==> config.mk <==
export PLATFORM = sky130hd
export DESIGN_NAME = button_conditioner
export DESIGN_NICKNAME = d
export VERILOG_FILES = /design/src/rtl/pop_ui_pkg.sv /design/src/rtl/sync_chain.sv /design/src/rtl/button_conditioner.sv
export SDC_FILE = /design/constraint.sdc
export NUM_CORES = 1
export LEC_CHECK = 0
export CAP_MARGIN = 20
export CORE_MARGIN = 3
export CORE_UTILIZATION = 23
export CTS_CLUSTER_SIZE = 10
export DETAILED_ROUTE_END_ITERATION = 12
export PLACE_DENSITY = 0.42
export SYNTH_ARGS = -nofsm -noshare
export SYNTH_HDL_FRONTEND = slang
export SYNTH_SLANG_ARGS = --single-unit
==> constraint.sdc <==
create_clock -name clk -period 2.23 [get_ports clk]
set_input_delay 0.223 -clock clk [delete_from_list [all_inputs] [get_ports clk]]
set_output_delay 0.223 -clock clk [all_outputs]
set_load 0.1 [all_outputs]
==> src/rtl/pop_ui_pkg.sv <==
// ============================================================================
// Module      : pop_ui_pkg
// Description : Shared types and timing constants for the panel UI front end.
// Revision    : 1.0
// ============================================================================
`default_nettype none

package pop_ui_pkg;

    localparam int unsigned CLK_HZ        = 2_500_000;
    localparam int unsigned DEBOUNCE_20MS = CLK_HZ / 50;
    localparam int unsigned LONG_PRESS_1S = CLK_HZ;

    typedef enum logic [1:0] {
        IDLE        = 2'd0,
        DEB_PRESS   = 2'd1,
        HELD        = 2'd2,
        DEB_RELEASE = 2'd3
    } btn_state_e;

endpackage

`default_nettype wire

==> src/rtl/sync_chain.sv <==
// ============================================================================
// Module      : sync_chain
// Description : Multi-flop synchroniser for an asynchronous level, resets to 1.
// Revision    : 1.0
// ============================================================================
`default_nettype none

module sync_chain #(
    parameter int unsigned STAGES = 2
) (
    input  logic clk,
    input  logic rst,
    input  logic d_i,
    output logic q_o
);

    logic [STAGES-1:0] sync_q;

    always_ff @(posedge clk) begin
        if (rst) begin
            sync_q <= '1;
        end else begin
            sync_q <= {sync_q[STAGES-2:0], d_i};
        end
    end

    assign q_o = sync_q[STAGES-1];

endmodule

`default_nettype wire

==> src/rtl/button_conditioner.sv <==
// ============================================================================
// Module      : button_conditioner
// Description : Synchronise/debounce an active-low button; press, release and
//               long-press strobes plus a 2-bit step index with one-hot decode.
// Revision    : 1.0
// ============================================================================
`default_nettype none

module button_conditioner
    import pop_ui_pkg::*;
#(
    parameter int unsigned SYNC_STAGES       = 2,
    parameter int unsigned DEBOUNCE_CYCLES   = DEBOUNCE_20MS,
    parameter int unsigned LONG_PRESS_CYCLES = LONG_PRESS_1S
) (
    input  logic       clk,
    input  logic       rst,
    input  logic       button_n,
    output logic       pressed,
    output logic       press_pulse,
    output logic       release_pulse,
    output logic       long_pulse,
    output logic [1:0] step,
    output logic [3:0] step_onehot
);

    localparam int unsigned CW = $clog2(LONG_PRESS_CYCLES + 1);
    localparam logic [CW-1:0] DEB_LAST  = CW'(DEBOUNCE_CYCLES);
    localparam logic [CW-1:0] LONG_LAST = CW'(LONG_PRESS_CYCLES);
    localparam logic [CW-1:0] CNT_ONE   = CW'(1);

    logic          s_w;
    btn_state_e    state_q, state_d;
    logic [CW-1:0] cnt_q, cnt_d, cnt_inc_w;
    logic          long_done_q, long_done_d;
    logic          pressed_q, pressed_d;
    logic          press_q, press_d;
    logic          release_q, release_d;
    logic          long_q, long_d;
    logic [1:0]    step_q, step_d;

    sync_chain #(
        .STAGES (SYNC_STAGES)
    ) u_sync (
        .clk (clk),
        .rst (rst),
        .d_i (button_n),
        .q_o (s_w)
    );

    assign cnt_inc_w = cnt_q + CNT_ONE;

    always_comb begin
        state_d     = state_q;
        cnt_d       = cnt_q;
        long_done_d = long_done_q;
        press_d     = 1'b0;
        release_d   = 1'b0;
        long_d      = 1'b0;
        case (state_q)
            IDLE: begin
                long_done_d = 1'b0;
                if (!s_w) begin
                    state_d = DEB_PRESS;
                    cnt_d   = CNT_ONE;
                end
            end
            DEB_PRESS: begin
                if (s_w) begin
                    state_d = IDLE;
                    cnt_d   = '0;
                end else if (cnt_q == DEB_LAST) begin
                    state_d = HELD;
                    cnt_d   = '0;
                    press_d = 1'b1;
                end else begin
                    cnt_d = cnt_inc_w;
                end
            end
            HELD: begin
                if (s_w) begin
                    state_d = DEB_RELEASE;
                    cnt_d   = CNT_ONE;
                end else if (cnt_q != LONG_LAST) begin
                    cnt_d = cnt_inc_w;
                    // long_done survives release bounces so one press yields one long strobe
                    if (cnt_inc_w == LONG_LAST && !long_done_q) begin
                        long_d      = 1'b1;
                        long_done_d = 1'b1;
                    end
                end
            end
            DEB_RELEASE: begin
                if (!s_w) begin
                    state_d = HELD;
                    cnt_d   = '0;
                end else if (cnt_q == DEB_LAST) begin
                    state_d   = IDLE;
                    cnt_d     = '0;
                    release_d = 1'b1;
                end else begin
                    cnt_d = cnt_inc_w;
                end
            end
            default: begin
                state_d = IDLE;
                cnt_d   = '0;
            end
        endcase
        pressed_d = (state_d == HELD) || (state_d == DEB_RELEASE);
    end

    always_comb begin
        step_d = step_q;
        if (long_q) begin
            step_d = 2'd0;
        end else if (press_q) begin
            step_d = step_q + 2'd1;
        end
    end

    always_ff @(posedge clk) begin
        if (rst) begin
            state_q     <= IDLE;
            cnt_q       <= '0;
            long_done_q <= 1'b0;
            pressed_q   <= 1'b0;
            press_q     <= 1'b0;
            release_q   <= 1'b0;
            long_q      <= 1'b0;
            step_q      <= 2'd0;
        end else begin
            state_q     <= state_d;
            cnt_q       <= cnt_d;
            long_done_q <= long_done_d;
            pressed_q   <= pressed_d;
            press_q     <= press_d;
            release_q   <= release_d;
            long_q      <= long_d;
            step_q      <= step_d;
        end
    end

    assign pressed       = pressed_q;
    assign press_pulse   = press_q;
    assign release_pulse = release_q;
    assign long_pulse    = long_q;
    assign step          = step_q;
    assign step_onehot   = 4'b0001 << step_q;

endmodule

`default_nettype wire
==> impl_metrics.toml <==
[cts]
cts_tree = "yes"
cts_hold_buf = 0
clk_latency_ns = 0.28
root_buffer = "clkbuf_8"
clkTransAtPathRegs_ns = 0.07
clockBufferDepth = 2
clock-sinks = 33
cts_buffers = 5
htree_num_levels = 2

[logic_synthesis]
synth_nets = 270
synthesis.area_um2 = 2090
synthCells = 260
ys_types = 56
synth_common_cells = "33 x dfxtp_1, 30 x nand2_1, 17 x nor3_1"
syn_avg_cell_area_um2 = 8.02
synth_most_common_cell = "dfxtp_1"
ys_top_cells_by_area = "dfxtp_1 32%, nand2_1 5.4%, a31oi_1 4.2%"
ys_seq_area_frac = 0.317
yosysWarnings = 0
ys_async_sr_fraction = 0
ys.flop_type = "dfxtp_1"
synth_edf_count = 0
netlist.area_leader.share = 0.317
yosysTopAreaCell = "dfxtp_1"
synth-seq-cells = 33

[route]
top_layer = "met4"
drc_errors = 0
vias_per_cell = 5.08
first_pass_iters = 4
met3WireLength_um = 397
vias = 2073
wl_met2_um = 2790
wl_um = 6180
wl_per_cell_um = 15.1
drtIter0Drc = 96
antenna_left = 0
wl_met1_um = 2970

[final_layout]
nets = 309
finalCoreUtilization = 0.303
syn2layout_area_growth_pct = 27.2
drive_above_1_share = 0.287
final_area_um2 = 2650
antennaDiodeCount = 0

[worst_setup_path]
critPathLaunchType = "flip-flop"
rr_worst_depth = 7
timing.rr.end = "long_done_q$_SDFFE_PP0P_"
r2r_setup_slack_ns = 0.07
cp.arrival_ns = 2.35
critical_path_required_ns = 2.43
r2r-start = "cnt_q[0]$_SDFFE_PP0P_"
crit_fanout = 5
worstSetupEndpointType = "flip-flop"
crit_type = "flip-flop to flip-flop"

[global_routing]
gr-total-overflow = 0
grt_usage = 0.119
grt_pass1_vias = 1942
grt_pass1_wl_um = 9790
grt_start_max_net_pins = 38
antenna_found_initial = 0

[sta]
setup_viol = 0
max_freq_ghz = 0.464
worst_slack_ns = 0.0742
hold_viol = 0
min_period_ns = 2.16
period_share = 0.967
drv_slew = 0
skew_ns = 0.00428
worstMarginPinSlew_ns = 0.385
maxSlewHeadroom = 0.743

[placed_design]
place.gp.congestion = 0.890
port_buffers = 12
dpl.hpwl_um = 4530
pre_cts_ws_ns = -0.185
place_area_um2 = 2490

[worst_hold_path]
hp-start = "u_sync.sync_q[0]$_SDFF_PP1_"
worstHoldPathType = "flip-flop to flip-flop"
hold_depth = 1
min_to = "u_sync.sync_q[1]$_SDFF_PP1_"

[pwr]
power.net_switching_uw = 273
intPower_uw = 841
clockPowerShare = 0.401
combPwrFrac = 0.060
peakVddDrop_mv = 0.188
leakage_nw = 0.969
swShare = 0.245
power_frac_seq = 0.539
powerDensity_nw_per_um2 = 420

[die]
die_w_um = 101
rows = 34
ios = 13
coreArea_um2 = 8760
start_util = 0.238
die_h_um = 101
dieArea_um2 = 10200

[run]
maxCapViolCount = 0

[status]
status = "finished, final reports clean"
==> sequential cells by signal, indices dropped and copies added, names as in the netlist <==
signal	count
u_sync.sync_q	2
cnt_q	22
long_pulse	1
long_done_q	1
release_pulse	1
state_q	2
press_pulse	1
step	2
pressed	1
==> power groups by stage <==
| stage | sequential, mW | combinational, mW | clock (mW) |
|---|---|---|---|
| final | 0.600 | 0.0673 | 0.447 |
| after global routing | 0.601 | 0.0740 | 0.491 |
| after CTS | 0.600 | 0.0614 | 0.465 |
| after detailed placement | 0.613 | 0.0605 | 0 |
| after global placement | 0.613 | 0.0620 | 0 |
| after floorplan | 0.613 | 0.0386 | 0 |
==> metal layers <==
metal / GRT usage / vias to the layer above
li1: - / 1036
met1: 0.168 / 981
met2: 0.187 / 54
met3: 0.0310 / 2
met4: 0.0204 / 0
met5: 0 / -
==> worst max-delay path by stage <==
stage | from | to | slack [ns] | cells after the start
2_1_floorplan | cnt_q[0]$_SDFFE_PP0P_ | long_done_q$_SDFFE_PP0P_ | 0.06 | 8
3_3_place_gp | cnt_q[0]$_SDFFE_PP0P_ | long_done_q$_SDFFE_PP0P_ | -0.22 | 7
3_5_place_dp | cnt_q[0]$_SDFFE_PP0P_ | long_done_q$_SDFFE_PP0P_ | -0.18 | 7
4_1_cts | cnt_q[10]$_SDFFE_PP0P_ | long_done_q$_SDFFE_PP0P_ | 0.02 | 6
5_1_grt | cnt_q[0]$_SDFFE_PP0P_ | long_done_q$_SDFFE_PP0P_ | -0.07 | 7
6_report | cnt_q[0]$_SDFFE_PP0P_ | long_done_q$_SDFFE_PP0P_ | 0.07 | 7
==> cell type report <==
type	instances	area (µm²)
Tap cell	108	135
Timing Repair Buffer	51	400
Inverter	11	41.3
Clock inverter	2	10.0
Sequential cell	33	667
Clock buffer	6	72.6
Fill cell	952	6110
Multi-Input combinational cell	197	1330
==> placed cells by master (no fill, tap or decap), types with 2 or more instances in the layout <==
cell type	Yosys	final
a22oi_1	3	3
buf_4	3	48
o31ai_1	4	4
and2_1	2	2
clkdlybuf4s50_1	0	2
or3_4	1	2
nor4_2	1	2
xnor2_1	3	3
a41oi_1	3	3
nand2_1	30	30
nand4_1	7	7
inv_1	11	11
a31o_2	2	2
nand3_1	12	12
nand2b_1	7	7
xor2_1	3	3
a31oi_1	14	14
a21oi_1	13	13
and3_2	1	2
o21ai_0	6	5
o311a_1	2	2
or3_1	2	2
nor3_1	17	15
ha_1	7	6
dfxtp_1	33	28
or2_2	2	2
clkbuf_8	0	5
nor4_1	6	5
and3_1	4	3
clkinv_2	0	2
nor2_1	16	16
mux2i_1	3	3
nor3_2	1	3
dfxtp_2	0	5
and3b_1	2	2
==> cells by family (layout without fill, tap and decap cells) <==
family / count (synthesis) / in the layout / share of synthesized area
AND/OR/NAND/NOR: 119 / 120 / 0.311
buffers and inverters: 31 / 70 / 0.0804
multiplexers: 3 / 3 / 0.0144
adder cells (fa/ha/maj): 7 / 7 / 0.0420
flip-flops: 33 / 33 / 0.317
XOR/XNOR: 6 / 6 / 0.0252
AO/OA/AOI/OAI: 61 / 61 / 0.211
==> per-stage QoR <==
| stage | power (mW) | std cells | hold slack (ns) | setup TNS [ns] |
|---|---|---|---|---|
| after global routing | 1.17 | 408 | 0.442 | -0.0672 |
| after detailed placement | 0.674 | 398 | 0.408 | -0.293 |
| after floorplan | 0.652 | 260 | 0.327 | 0 |
| after CTS | 1.13 | 406 | 0.434 | 0 |
| after global placement | 0.675 | 398 | 0.403 | -0.378 |
| final | 1.11 | 408 | 0.428 | 0 |
==> worst max-delay path, cell delays in order, from the launching register on <==
cell and delay (ns):
dfxtp_2 0.39, ha_4 0.18, nand4_1 0.17, nor3_4 0.24, a21boi_1 0.13, a2111oi_2 0.44, o2111ai_2 0.25, o31ai_1 0.27
==> what timing repair did <==
item	in CTS	in global routing
endpoints found under the setup margin	2	22
pin swaps	2	6
buffers inserted	0	1
gates resized for setup	5	14
gates cloned	0	1
No activity file was read; power rests on OpenSTA's default activity.
==> variant (same settings) <==
The package constant `CLK_HZ` goes from 2_500_000 to 1_250_000.
--- a/src/rtl/pop_ui_pkg.sv
+++ b/src/rtl/pop_ui_pkg.sv
@@ -8,5 +8,5 @@
 package pop_ui_pkg;
 
-    localparam int unsigned CLK_HZ        = 2_500_000;
+    localparam int unsigned CLK_HZ        = 1_250_000;
     localparam int unsigned DEBOUNCE_20MS = CLK_HZ / 50;
     localparam int unsigned LONG_PRESS_1S = CLK_HZ;
Formal check against the unedited RTL: same outputs for any inputs over 10 cycles, from zero or initial values and one cycle with rst high; that may be too few to reach the edited logic, so the function may still have changed.
==> variant against the original RTL <==
Synthesized area shrank 1.9%. Cell count fell by 3.2%. Global-route usage decreased by 0.20 points. Cell area fell by 3.3%. Clock skew rose by 0.0019 ns. Sequential cell count is 1 lower. Wire length is 11% lower. Via count fell by 9.0%. Worst setup slack better by 0.042 ns. Power is 1.5% lower.
==> variant: results <==
[clock_tree]
htree_levels = 2
clk_latency_ns = 0.28
cts_setup_buffers = 0
cts_root_buf = clkbuf_8
path_clk_slew_ns = 0.07
cts_buffers = 5
cts_buffer_depth = 2

[yosys]
yosys_warnings = 0
synth_top_cells_by_area = dfxtp_1, nand3_1, nand2_1, ha_1, nor2_1
synth_nets = 260
seq_area_frac_synth_pct = 31.3
synth_common_cells = dfxtp_1, nand2_1, nor2_1
ys_types = 63
async_flop_share_pct = 0

[place]
port_buffers = 12
gp_congestion = 0.819
dp_hpwl_um = 4320
dp_slack_ns = 0.0959

[power]
netSwitchingFraction_pct = 23.2
vdd_ir_drop_max_mv = 0.200
p_leak_nw = 0.942

[cells_and_area]
antenna_cells = 0
fin_nets = 299
largest_register_ffs = 21
regMostFlops = cnt_q
drive_gt1_share_pct = 25.9

[sta]
worst_pin_slew_ns = 0.458
setup_violations = 0
fin_skew_ns = 0.00620
period_needed_ns = 2.11

[worst_setup_path]
critical-path-max-stage-delay_ns = 0.58
slowest_stage = or4_4
r2r_slack_ns = 0.12
worstSetupStartpointType = flip-flop
rr_worst_depth = 7
arrival_ns = 2.31
path_max_fanout = 7
r2r-start = cnt_q[0]
cp-endpoint = long_pulse

[drt]
dr.pass1.iters = 5
wirelength_um = 5520
vias = 1886
drtIter0Drc = 153
wl_met3_um = 188
m1WireLength_um = 2840
wl_met2_um = 2430
routed.top_layer = met4

[global_routing]
grt_max_degree = 17
first_global_vias = 1819
antenna_found_initial = 0
grt_usage_pct = 11.7
grt_pass1_wl_um = 9400
grt_overflow = 0

[worst_hold_path]
hp-class = reg2reg

[outcome]
status = completed
## variant: cell count changes after synthesis, sizes merged, moves of 4 or more
cell    unedited run  this run
nand2b             7         3
buf               15         9
a21oi             13         7
nor2              16        21
nor2b              0         4
o31ai              5         1
clkbuf             5         9
nand2             30        25
nor3              19        12
a31oi             15         3
nand3             13        21
## variant: area by class of cell
type                            instances  area, sq um
Tap cell                              105          131
Sequential cell                        32          642
Timing Repair Buffer                   50          393
Fill cell                             927         5860
Multi-Input combinational cell        189         1270
Clock inverter                          2         10.0
Inverter                               11         41.3
Clock buffer                            6         82.6
## variant: kinds of logic after synthesis
logic type      after synthesis  share of synthesized area [%]
flops                        32                           31.3
buf+inv                      29                           8.62
fa+ha+maj                     7                           4.28
xor+xnor                      9                           4.22
mux                           4                           1.96
compound gates               43                           15.2
simple gates                126                           34.4
## variant: worst min-delay path by stage
| stage | start | end | slack (ns) | depth (start not counted) |
|---|---|---|---|---|
| after global placement | u_sync.sync_q[0] | u_sync.sync_q[1] | 0.39 | 1 |
| after detailed placement | u_sync.sync_q[0] | u_sync.sync_q[1] | 0.40 | 1 |
| after global routing | u_sync.sync_q[0] | u_sync.sync_q[1] | 0.45 | 1 |
| after CTS | u_sync.sync_q[0] | u_sync.sync_q[1] | 0.42 | 1 |
| final | u_sync.sync_q[0] | u_sync.sync_q[1] | 0.42 | 1 |
| after floorplan | button_n | u_sync.sync_q[0] | 0.33 | 1 |
## variant: critical path, delay by kind of cell (launching register included)
family	cells	cell delay (ns)
XOR/XNOR	1	0.20
adder cells (fa/ha/maj)	1	0.20
flip-flops	1	0.38
AND/OR/NAND/NOR	5	1.26
## variant: stage by stage
stage	cell area, sq um	util, %	instances	TNS, ns	hold slack, ns
after floorplan	2050	-	250	0	0.327
after global placement	2440	28.9	387	0	0.393
after detailed placement	2440	28.9	387	0	0.402
after CTS	2530	30.0	395	0	0.424
after global routing	2570	30.5	395	-0.00294	0.446
final	2570	30.5	395	0	0.419
## variant: metal layers
metal / GRT usage, % / vias to the layer above
met5: 0 / -
met4: 2.80 / 0
li1: - / 983
met1: 17.0 / 867
met2: 18.0 / 31
met3: 2.08 / 5
## variant: repair_timing
| item | CTS | global route |
|---|---|---|
| endpoints found under the setup margin | 0 | 12 |
| gates resized for setup | 0 | 8 |
| endpoints found under the hold margin | 0 | 0 |
## variant: power groups by stage
stage	logic (mW)	clock network (mW)	registers [mW]
2_1_floorplan	0.0308	0	0.589
3_3_place_gp	0.0501	0	0.592
3_5_place_dp	0.0497	0	0.592
4_1_cts	0.0500	0.491	0.578
5_1_grt	0.0554	0.519	0.579
6_report	0.0503	0.468	0.579
